===== config.mk =====
export PLATFORM = sky130hd
export DESIGN_NAME = boot_bus_translator
export DESIGN_NICKNAME = d
export VERILOG_FILES = /design/src/rtl/mcse_bus_pkg.sv /design/src/rtl/boot_bus_wdt.sv /design/src/rtl/boot_bus_translator.sv
export SDC_FILE = /design/constraint.sdc
export NUM_CORES = 1
export LEC_CHECK = 0
export CAP_MARGIN = 20
export CORE_MARGIN = 10
export CORE_UTILIZATION = 48
export CTS_CLUSTER_DIAMETER = 40
export DETAILED_ROUTE_END_ITERATION = 16
export PLACE_DENSITY = 0.81
export SKIP_LAST_GASP = 1
export SYNTH_ARGS = -nofsm -noshare
export SYNTH_HDL_FRONTEND = slang
export SYNTH_HIERARCHICAL = 1
export SYNTH_SLANG_ARGS = --single-unit
export TNS_END_PERCENT = 30

===== constraint.sdc =====
create_clock -name clk -period 14.5 [get_ports clk]
set_clock_uncertainty 0.1 [all_clocks]
set_input_delay 2.9 -clock clk [delete_from_list [all_inputs] [get_ports clk]]
set_output_delay 2.9 -clock clk [all_outputs]
set_load 0.02 [all_outputs]

===== src/rtl/mcse_bus_pkg.sv =====
// Shared AHB-Lite encodings and boot bus translator state type.
package mcse_bus_pkg;

  typedef enum logic [1:0] {
    HTRANS_IDLE   = 2'b00,
    HTRANS_BUSY   = 2'b01,
    HTRANS_NONSEQ = 2'b10,
    HTRANS_SEQ    = 2'b11
  } htrans_t;

  localparam logic [2:0] HBURST_INCR = 3'b001;
  localparam logic [2:0] HSIZE_WORD  = 3'b010;

  typedef enum logic [2:0] {
    ST_IDLE,
    ST_ADDR,
    ST_BURST,
    ST_LAST,
    ST_ERR1,
    ST_ERR2,
    ST_DONE
  } btu_state_t;

  // AHB HSIZE encoding is log2 of the transfer size in bytes
  function automatic logic [2:0] hsize_for(input int data_width);
    return 3'($clog2(data_width / 8));
  endfunction

endpackage


===== src/rtl/boot_bus_wdt.sv =====
// Watchdog counting consecutive HREADY-low cycles within one data phase.
module boot_bus_wdt #(
  parameter int pTIMEOUT_CYCLES = 256
) (
  input  logic clk,
  input  logic rst,
  input  logic clr,
  input  logic en,
  output logic timeout
);

  localparam int CW = $clog2(pTIMEOUT_CYCLES + 1);

  logic [CW-1:0] count;

  // Saturates at the limit so timeout stays asserted until cleared
  always_ff @(posedge clk or posedge rst) begin
    if (rst) begin
      count <= '0;
    end else if (clr) begin
      count <= '0;
    end else if (en && !timeout) begin
      count <= count + CW'(1);
    end
  end

  assign timeout = (count == CW'(pTIMEOUT_CYCLES));

endmodule


===== src/rtl/boot_bus_translator.sv =====
// Turns one secure-boot controller payload request into an AHB-Lite INCR burst
// and returns done/err/read data to the controller.
module boot_bus_translator
  import mcse_bus_pkg::*;
#(
  parameter int pAHB_ADDR_WIDTH    = 32,
  parameter int pAHB_DATA_WIDTH    = 32,
  parameter int pPAYLOAD_SIZE_BITS = 128,
  parameter int pTIMEOUT_CYCLES    = 256
) (
  input  logic                          clk,
  input  logic                          rst,
  input  logic                          bootControl_bus_go,
  input  logic [pAHB_ADDR_WIDTH-1:0]    bootControl_bus_addr,
  input  logic [pPAYLOAD_SIZE_BITS-1:0] bootControl_bus_write,
  input  logic                          bootControl_bus_RW,
  output logic                          bootControl_bus_done,
  output logic [pPAYLOAD_SIZE_BITS-1:0] bootControl_bus_rdData,
  output logic                          bootControl_bus_err,
  output logic [pAHB_ADDR_WIDTH-1:0]    HADDR,
  output logic [1:0]                    HTRANS,
  output logic                          HWRITE,
  output logic [2:0]                    HSIZE,
  output logic [2:0]                    HBURST,
  output logic [pAHB_DATA_WIDTH-1:0]    HWDATA,
  input  logic [pAHB_DATA_WIDTH-1:0]    HRDATA,
  input  logic                          HREADY,
  input  logic                          HRESP
);

  localparam int AW         = pAHB_ADDR_WIDTH;
  localparam int DW         = pAHB_DATA_WIDTH;
  localparam int PW         = pPAYLOAD_SIZE_BITS;
  localparam int BEATS      = PW / DW;
  localparam int BEAT_W     = (BEATS > 1) ? $clog2(BEATS) : 1;
  localparam int BYTE_SHIFT = $clog2(DW / 8);
  localparam int ALIGN_BITS = $clog2(PW / 8);
  localparam logic [BEAT_W-1:0] LAST_BEAT = BEAT_W'(BEATS - 1);

  btu_state_t state, state_next;

  logic [BEAT_W-1:0] addr_beat;
  logic [BEAT_W-1:0] data_beat;
  logic [AW-1:0]     start_addr;
  logic [PW-1:0]     wdata_q;
  logic [PW-1:0]     rd_data_q;
  logic              rw_q;
  logic              err_q;
  logic              data_phase;
  logic              misaligned;
  logic              wdt_timeout;
  logic              err_set;

  assign data_phase = (state == ST_BURST) || (state == ST_LAST);
  assign misaligned = |bootControl_bus_addr[ALIGN_BITS-1:0];
  assign err_set    = wdt_timeout || (HRESP && !HREADY);

  boot_bus_wdt #(
    .pTIMEOUT_CYCLES(pTIMEOUT_CYCLES)
  ) u_wdt (
    .clk    (clk),
    .rst    (rst),
    .clr    (!data_phase || HREADY),
    .en     (data_phase && !HREADY),
    .timeout(wdt_timeout)
  );

  always_ff @(posedge clk or posedge rst) begin
    if (rst) begin
      state <= ST_IDLE;
    end else begin
      state <= state_next;
    end
  end

  // Request latch, beat counters and read capture; nothing moves while HREADY is low
  always_ff @(posedge clk or posedge rst) begin
    if (rst) begin
      addr_beat  <= '0;
      data_beat  <= '0;
      start_addr <= '0;
      wdata_q    <= '0;
      rd_data_q  <= '0;
      rw_q       <= 1'b0;
      err_q      <= 1'b0;
    end else begin
      case (state)
        ST_IDLE: begin
          if (bootControl_bus_go) begin
            start_addr <= bootControl_bus_addr;
            wdata_q    <= bootControl_bus_write;
            rw_q       <= bootControl_bus_RW;
            err_q      <= misaligned;
            addr_beat  <= '0;
            data_beat  <= '0;
            if (!bootControl_bus_RW) begin
              rd_data_q <= '0;
            end
          end
        end
        ST_ADDR: begin
          if (HREADY && addr_beat != LAST_BEAT) begin
            addr_beat <= addr_beat + BEAT_W'(1);
          end
        end
        ST_BURST, ST_LAST: begin
          if (err_set) begin
            err_q <= 1'b1;
          end else if (HREADY) begin
            if (!rw_q) begin
              rd_data_q[data_beat*DW +: DW] <= HRDATA;
            end
            if (data_beat != LAST_BEAT) begin
              data_beat <= data_beat + BEAT_W'(1);
            end
            if (state == ST_BURST && addr_beat != LAST_BEAT) begin
              addr_beat <= addr_beat + BEAT_W'(1);
            end
          end
        end
        default: ;
      endcase
    end
  end

  always_comb begin
    state_next = state;
    case (state)
      ST_IDLE: begin
        if (bootControl_bus_go) begin
          state_next = misaligned ? ST_DONE : ST_ADDR;
        end
      end
      ST_ADDR: begin
        if (HREADY) begin
          state_next = (addr_beat == LAST_BEAT) ? ST_LAST : ST_BURST;
        end
      end
      ST_BURST, ST_LAST: begin
        if (wdt_timeout) begin
          state_next = ST_DONE;
        end else if (HRESP && !HREADY) begin
          state_next = ST_ERR1;
        end else if (HREADY) begin
          if (state == ST_LAST) begin
            state_next = ST_DONE;
          end else if (addr_beat == LAST_BEAT) begin
            state_next = ST_LAST;
          end
        end
      end
      ST_ERR1: begin
        if (HREADY) begin
          state_next = ST_ERR2;
        end
      end
      ST_ERR2: state_next = ST_DONE;
      ST_DONE: state_next = ST_IDLE;
      default: state_next = ST_IDLE;
    endcase
  end

  // Bus outputs derive from registered state, so an async reset clears them at once
  always_comb begin
    HTRANS = HTRANS_IDLE;
    HWRITE = 1'b0;
    HWDATA = '0;
    case (state)
      ST_ADDR: begin
        HTRANS = HTRANS_NONSEQ;
        HWRITE = rw_q;
      end
      ST_BURST: begin
        HTRANS = HTRANS_SEQ;
        HWRITE = rw_q;
      end
      default: ;
    endcase
    if (data_phase && rw_q) begin
      HWDATA = wdata_q[data_beat*DW +: DW];
    end
  end

  assign HADDR  = start_addr + (AW'(addr_beat) << BYTE_SHIFT);
  assign HSIZE  = hsize_for(DW);
  assign HBURST = HBURST_INCR;

  assign bootControl_bus_done   = (state == ST_DONE);
  assign bootControl_bus_err    = (state == ST_DONE) && err_q;
  assign bootControl_bus_rdData = rd_data_q;

endmodule


---- Yosys cells after proc, flatten, opt, wreduce, memory -nomap -nowiden ----
Cells that the tools add are included.
cells by class
  add/subtract/negate cells ............... 5
  eq/ne operators ......................... 23
  shift operators ......................... 3
  muxes and demuxes ....................... 36
  reductions and logical operators ........ 26
operator list
  operator                                                                   number
  128-bit 2-to-1 mux                                                         5
  128-bit one-hot mux with 2 select lines                                    1
  128-bit bitwise mux                                                        1
  32-bit by 34-bit variable shift with 128-bit output, first input constant  1
  128-bit by 8-bit indexed part select with 32-bit output                    1
  32-bit by 34-bit indexed part select with 128-bit output                   1
  7-bit negation with 34-bit output                                          1
  32-bit by 4-bit adder with 32-bit output                                   1
  32-bit 2-to-1 mux                                                          1
  3-bit 2-to-1 mux                                                           9
  2-bit != test, second input constant                                       13
  9-bit 2-to-1 mux                                                           2
  2-bit 2-to-1 mux                                                           8
  3-bit one-hot mux with 5 select lines                                      1
  6-bit AND reduction                                                        2
  5-bit AND reduction                                                        2
  9-bit by 1-bit adder with 9-bit output, second input constant              1
  3-bit equality test, second input constant                                 3
  9-bit equality test, second input constant                                 1
  2-bit one-hot mux with 2 select lines                                      2
  1-bit logical AND                                                          7
  3-bit by 2-bit equality test with 1-bit output, second input constant      2
  2-bit one-hot mux with 3 select lines                                      1
  5-bit by 4-bit != test with 1-bit output, second input constant            1
  15 further kinds                                                           25
storage, ports and cells
  bits in registers ....................... 306
  output and inout port bits .............. 203
  logic and storage cells ................. 102

---- Longest topological paths before layout ----
  word-level depth ........................ 7
  mapped depth ............................ 11
  mapped depth without buffers ............ 8

---- Hierarchy ----
Netlist, hierarchy kept.
by module, submodules not included
  module               instances  cells an instance  area each (um2)
  boot_bus_translator  1          1122               13568.0
  boot_bus_wdt         1          53                 501.7

---- Worst setup path after synthesis ----
OpenSTA, ideal clock, no wires.
  path type ............................... register to output
  start point ............................. register addr_beat[0]
  end point ............................... output HADDR[16]
  data arrival time ....................... 2198 ps
  slack ................................... 9302 ps
  stages on the path, launching flop included .. 8
  buffers on the path ..................... 0
  cell sequence ........................... dfrtp_1 -> ha_1 -> inv_1 -> fa_1 -> nor2b_1 -> nor4b_1 -> nand3_1 -> xnor2_1
between the ends
  word-level cells in the longest chain between the ends .. 1
RTL lines
  element                                   line                        text
  start: declaration                        boot_bus_translator.sv:42   logic [BEAT_W-1:0] addr_beat;
  start signal: assignment                  boot_bus_translator.sv:103  addr_beat <= addr_beat + BEAT_W'(1);
  start signal: assignment                  boot_bus_translator.sv:117  addr_beat <= addr_beat + BEAT_W'(1);
  32-bit by 4-bit adder with 32-bit output  boot_bus_translator.sv:184  assign HADDR = start_addr + (AW'(addr_beat) << BYTE_SHIFT);
  end: declaration                          boot_bus_translator.sv:20   output logic [pAHB_ADDR_WIDTH-1:0] HADDR,
No other way between the ends.

---- Final worst setup path ----
Same ends and word-level chain as after synthesis.

==> results.yml <==
timing:
  drv_slew: 0
  min_period_over_period_pct: 45.1
  finalSetupViolCount: 0
  relSlewSlack_pct: 35.4
  layout_setup_ws_ps: 7960
  worst_pin_slew_ps: 968
  hold_viol: 0
  period_minus_slack_ps: 6540
  rsz0062_at_grt: "no"
  tns_ps: 0
  max_clock_freq_ghz: 0.153
placement:
  dp.cells: 1873
  dp_hpwl_um: 31300
  pre_cts_ws_ps: 8290
  port_buffers: 394
  place_congestion: 0.841
routing:
  via_per_inst: 5.67
  drt_pass1_iterations: 7
  finalWirelength_um: 44300
  wire_per_inst_um: 22.7
  drt_iter0_markers: 842
  vias: 11100
  ant_nets: 0
  drc: 0
final_layout:
  finalNonFillerCells: 1954
  fillCellCount: 2042
  syn2layout_area_growth_pct: 40.2
  multi_input_area_um2: 5920
  nets: 1740
  register_area_um2: 7660
  drive_above_1_share_pct: 18.8
global_routing:
  grt_pass1_vias: 11400
  grt_max_degree: 122
  antenna_found_initial: 7
  grt_overflow: 0
  grt_first_pass_wirelength_um: 67300
  grt_usage_pct: 23.4
yosys:
  syn_avg_cell_area_um2: 12.0
  synth_most_common_cell: "dfrtp_1"
  synth_top_area_cell: "dfrtp_1"
  ys_types: 56
  synth.top_cells.by_count: "dfrtp_1 (306), mux2_2 (160), o21ai_0 (123)"
  synth_compound_area_share_pct: 11.6
  synth_top_family_by_area: "multiplexers"
  syn_area_um2: 14100
  yosysWarnings: 6
  ys_seq_area_share_pct: 54.4
  synth_flop_cell: "dfrtp_1"
  syn_inst: 1175
  synthMuxAreaShare_pct: 18.2
  synth_xor_area_share_pct: 1.93
  synthArstFlopShare_pct: 100
  synth.area.top_cells: "dfrtp_1 (54%), mux2_2 (13%), mux4_2 (5.1%)"
  synth_top_area_share_pct: 54.4
  synthSimpleGateAreaFrac_pct: 9.02
  synth_edf_count: 0
  synth_fa_ha_area_share_pct: 0.943
  ys_ff_latch: 306
die:
  die_w_um: 191
  initial_core_util_pct: 48.9
  fp.dieArea_um2: 36600
  dieHeight_um: 191
  num_io_pins: 401
  rows: 62
  core_area_um2: 28800
power_and_ir_drop:
  p_seq_share_pct: 34.8
  peakVddDrop_uv: 126
  comb_power_share_pct: 37.0
  power_switching_w: 0.00131
  power.density_nw_per_um2: 193
  internal-power_w: 0.00250
  p_clk_share_pct: 28.2
  power.leakage_nw: 8.03
  p_sw_share_pct: 34.3
clocking:
  clk_latency_ps: 520
  cts_setup_buffers: 0
  cts_resized: 0
  cts.sinks: 306
  postCtsHoldBufs: 0
  cts_tree: "done"
  root_buffer: "clkbuf_16"
  numCtsBuffers: 41
  cts_buffer_depth: 3
  path_clk_slew_ps: 60
  htree_num_levels: 2
run:
  maxCapViolations: 0
outcome:
  status: "complete, no violations"
worst_setup_path:
  worst-setup-path-type: "flop to output port"
  critPathMaxStageDelay_ps: 640
  critPathLaunchType: "flop"
  cp_slowest_cell: "clkdlybuf4s50_1"
  crit_path_start: "addr_beat[0]$_DFFE_PP0P_"
  reg2reg_slack_ps: 10670
  setup.worst_path.end_class: "output port"
  required_ps: 11500
  cp_cell_sequence: "ha_1 -> inv_1 -> fa_1 -> nor2b_1 -> nor4b_1 -> nand3_1 -> xnor2_1 -> clkdlybuf4s50_1"
  r2r-start: "u_wdt/count[0]$_DFFE_PP0P_"
  path_max_fanout: 7
  worstPathArrival_ps: 3540
worst_hold_path:
  min_path_type: "flop to flop"
  holdCritStartpoint: "wdata_q[95]$_DFFE_PP0P_"
-- layer usage --
metal / GRT usage [%] / vias up / wire length [µm]
met4: 9.77 / 4 / 1770
li1: - / 4987 / -
met5: 0 / - / 23
met1: 27.4 / 5512 / 16600
met2: 39.2 / 475 / 21900
met3: 7.23 / 100 / 4010
-- flip-flops by register name, summed over array words and instances (netlist names) --
signal                  count
addr_beat                   2
bootControl_bus_rdData    128
data_beat                   2
err_q                       1
rw_q                        1
start_addr                 32
state                       3
u_wdt/count                 9
wdata_q                   128
-- cell families after synthesis --
| logic type | after synthesis |
|---|---|
| compound gates | 262 |
| xor+xnor | 31 |
| fa+ha+maj | 10 |
| buf+inv | 119 |
| flops | 306 |
| mux | 195 |
| other cells | 2 |
| simple gates | 250 |
-- layout make-up --
cell class,instances,share of cell area (%)
Antenna cell,5,0.0634
Tap cell,384,2.44
Clock buffer,52,5.88
Clock inverter,24,1.61
Timing Repair Buffer,412,20.8
Multi-Input combinational cell,754,30.0
Sequential cell,306,38.8
Inverter,17,0.362
-- cell usage in the layout, fill, tap and decap left out, types with 10 or more instances in the layout --
| cell | netlist | final |
|---|---|---|
| o31ai_1 | 66 | 66 |
| xnor2_1 | 18 | 18 |
| buf_4 | 8 | 17 |
| nand4_1 | 10 | 10 |
| clkbuf_16 | 0 | 43 |
| mux2_2 | 160 | 160 |
| dfrtp_1 | 306 | 305 |
| a22o_1 | 32 | 32 |
| mux4_2 | 32 | 32 |
| clkdlybuf4s50_1 | 0 | 394 |
| and3_1 | 36 | 35 |
| o21ai_1 | 17 | 17 |
| xor2_1 | 13 | 13 |
| nand3_1 | 19 | 19 |
| a21oi_1 | 10 | 10 |
| inv_1 | 17 | 16 |
| o21ai_0 | 123 | 123 |
| nand2_1 | 114 | 114 |
| nor2_1 | 17 | 15 |
-- critical path: cells and delay by family, from the launching register on --
| family | cells | cell delay (ps) |
|---|---|---|
| buffers and inverters | 2 | 690 |
| DFF | 1 | 390 |
| and+or+nand+nor | 3 | 1150 |
| xor gates and xnor gates | 1 | 190 |
| adders and majority gates | 2 | 590 |
-- power groups by stage --
stage               Clock, W  Sequential [W]  Combinational (W)
floorplan                  0         0.00128           0.000933
global placement           0         0.00132            0.00136
detailed placement         0         0.00133            0.00140
CTS                  0.00109         0.00132            0.00142
global route         0.00113         0.00135            0.00151
finish               0.00107         0.00132            0.00141
-- worst paths after layout --
check	depth (start not counted)	to
min reg2reg	1	wdata_q[95]$_DFFE_PP0P_
min in group asynchronous	2	u_wdt/count[8]$_DFFE_PP0P_
max	8	HADDR[16]
max in group asynchronous	4	wdata_q[73]$_DFFE_PP0P_
min	1	wdata_q[95]$_DFFE_PP0P_
max reg2reg	9	bootControl_bus_rdData[16]$_DFFE_PP0P_
-- stage by stage --
| stage | total power (W) | hold WS (ps) | area, µm² | utilization (%) |
|---|---|---|---|---|
| floorplan | 0.00221 | 375 | 14100 | - |
| global placement | 0.00268 | 385 | 18200 | 63.3 |
| detailed placement | 0.00273 | 391 | 18200 | 63.4 |
| CTS | 0.00383 | 404 | 19700 | 68.5 |
| global route | 0.00399 | 416 | 19700 | 68.5 |
| finish | 0.00380 | 402 | 19700 | 68.5 |
(Power assumes the default switching activity.)
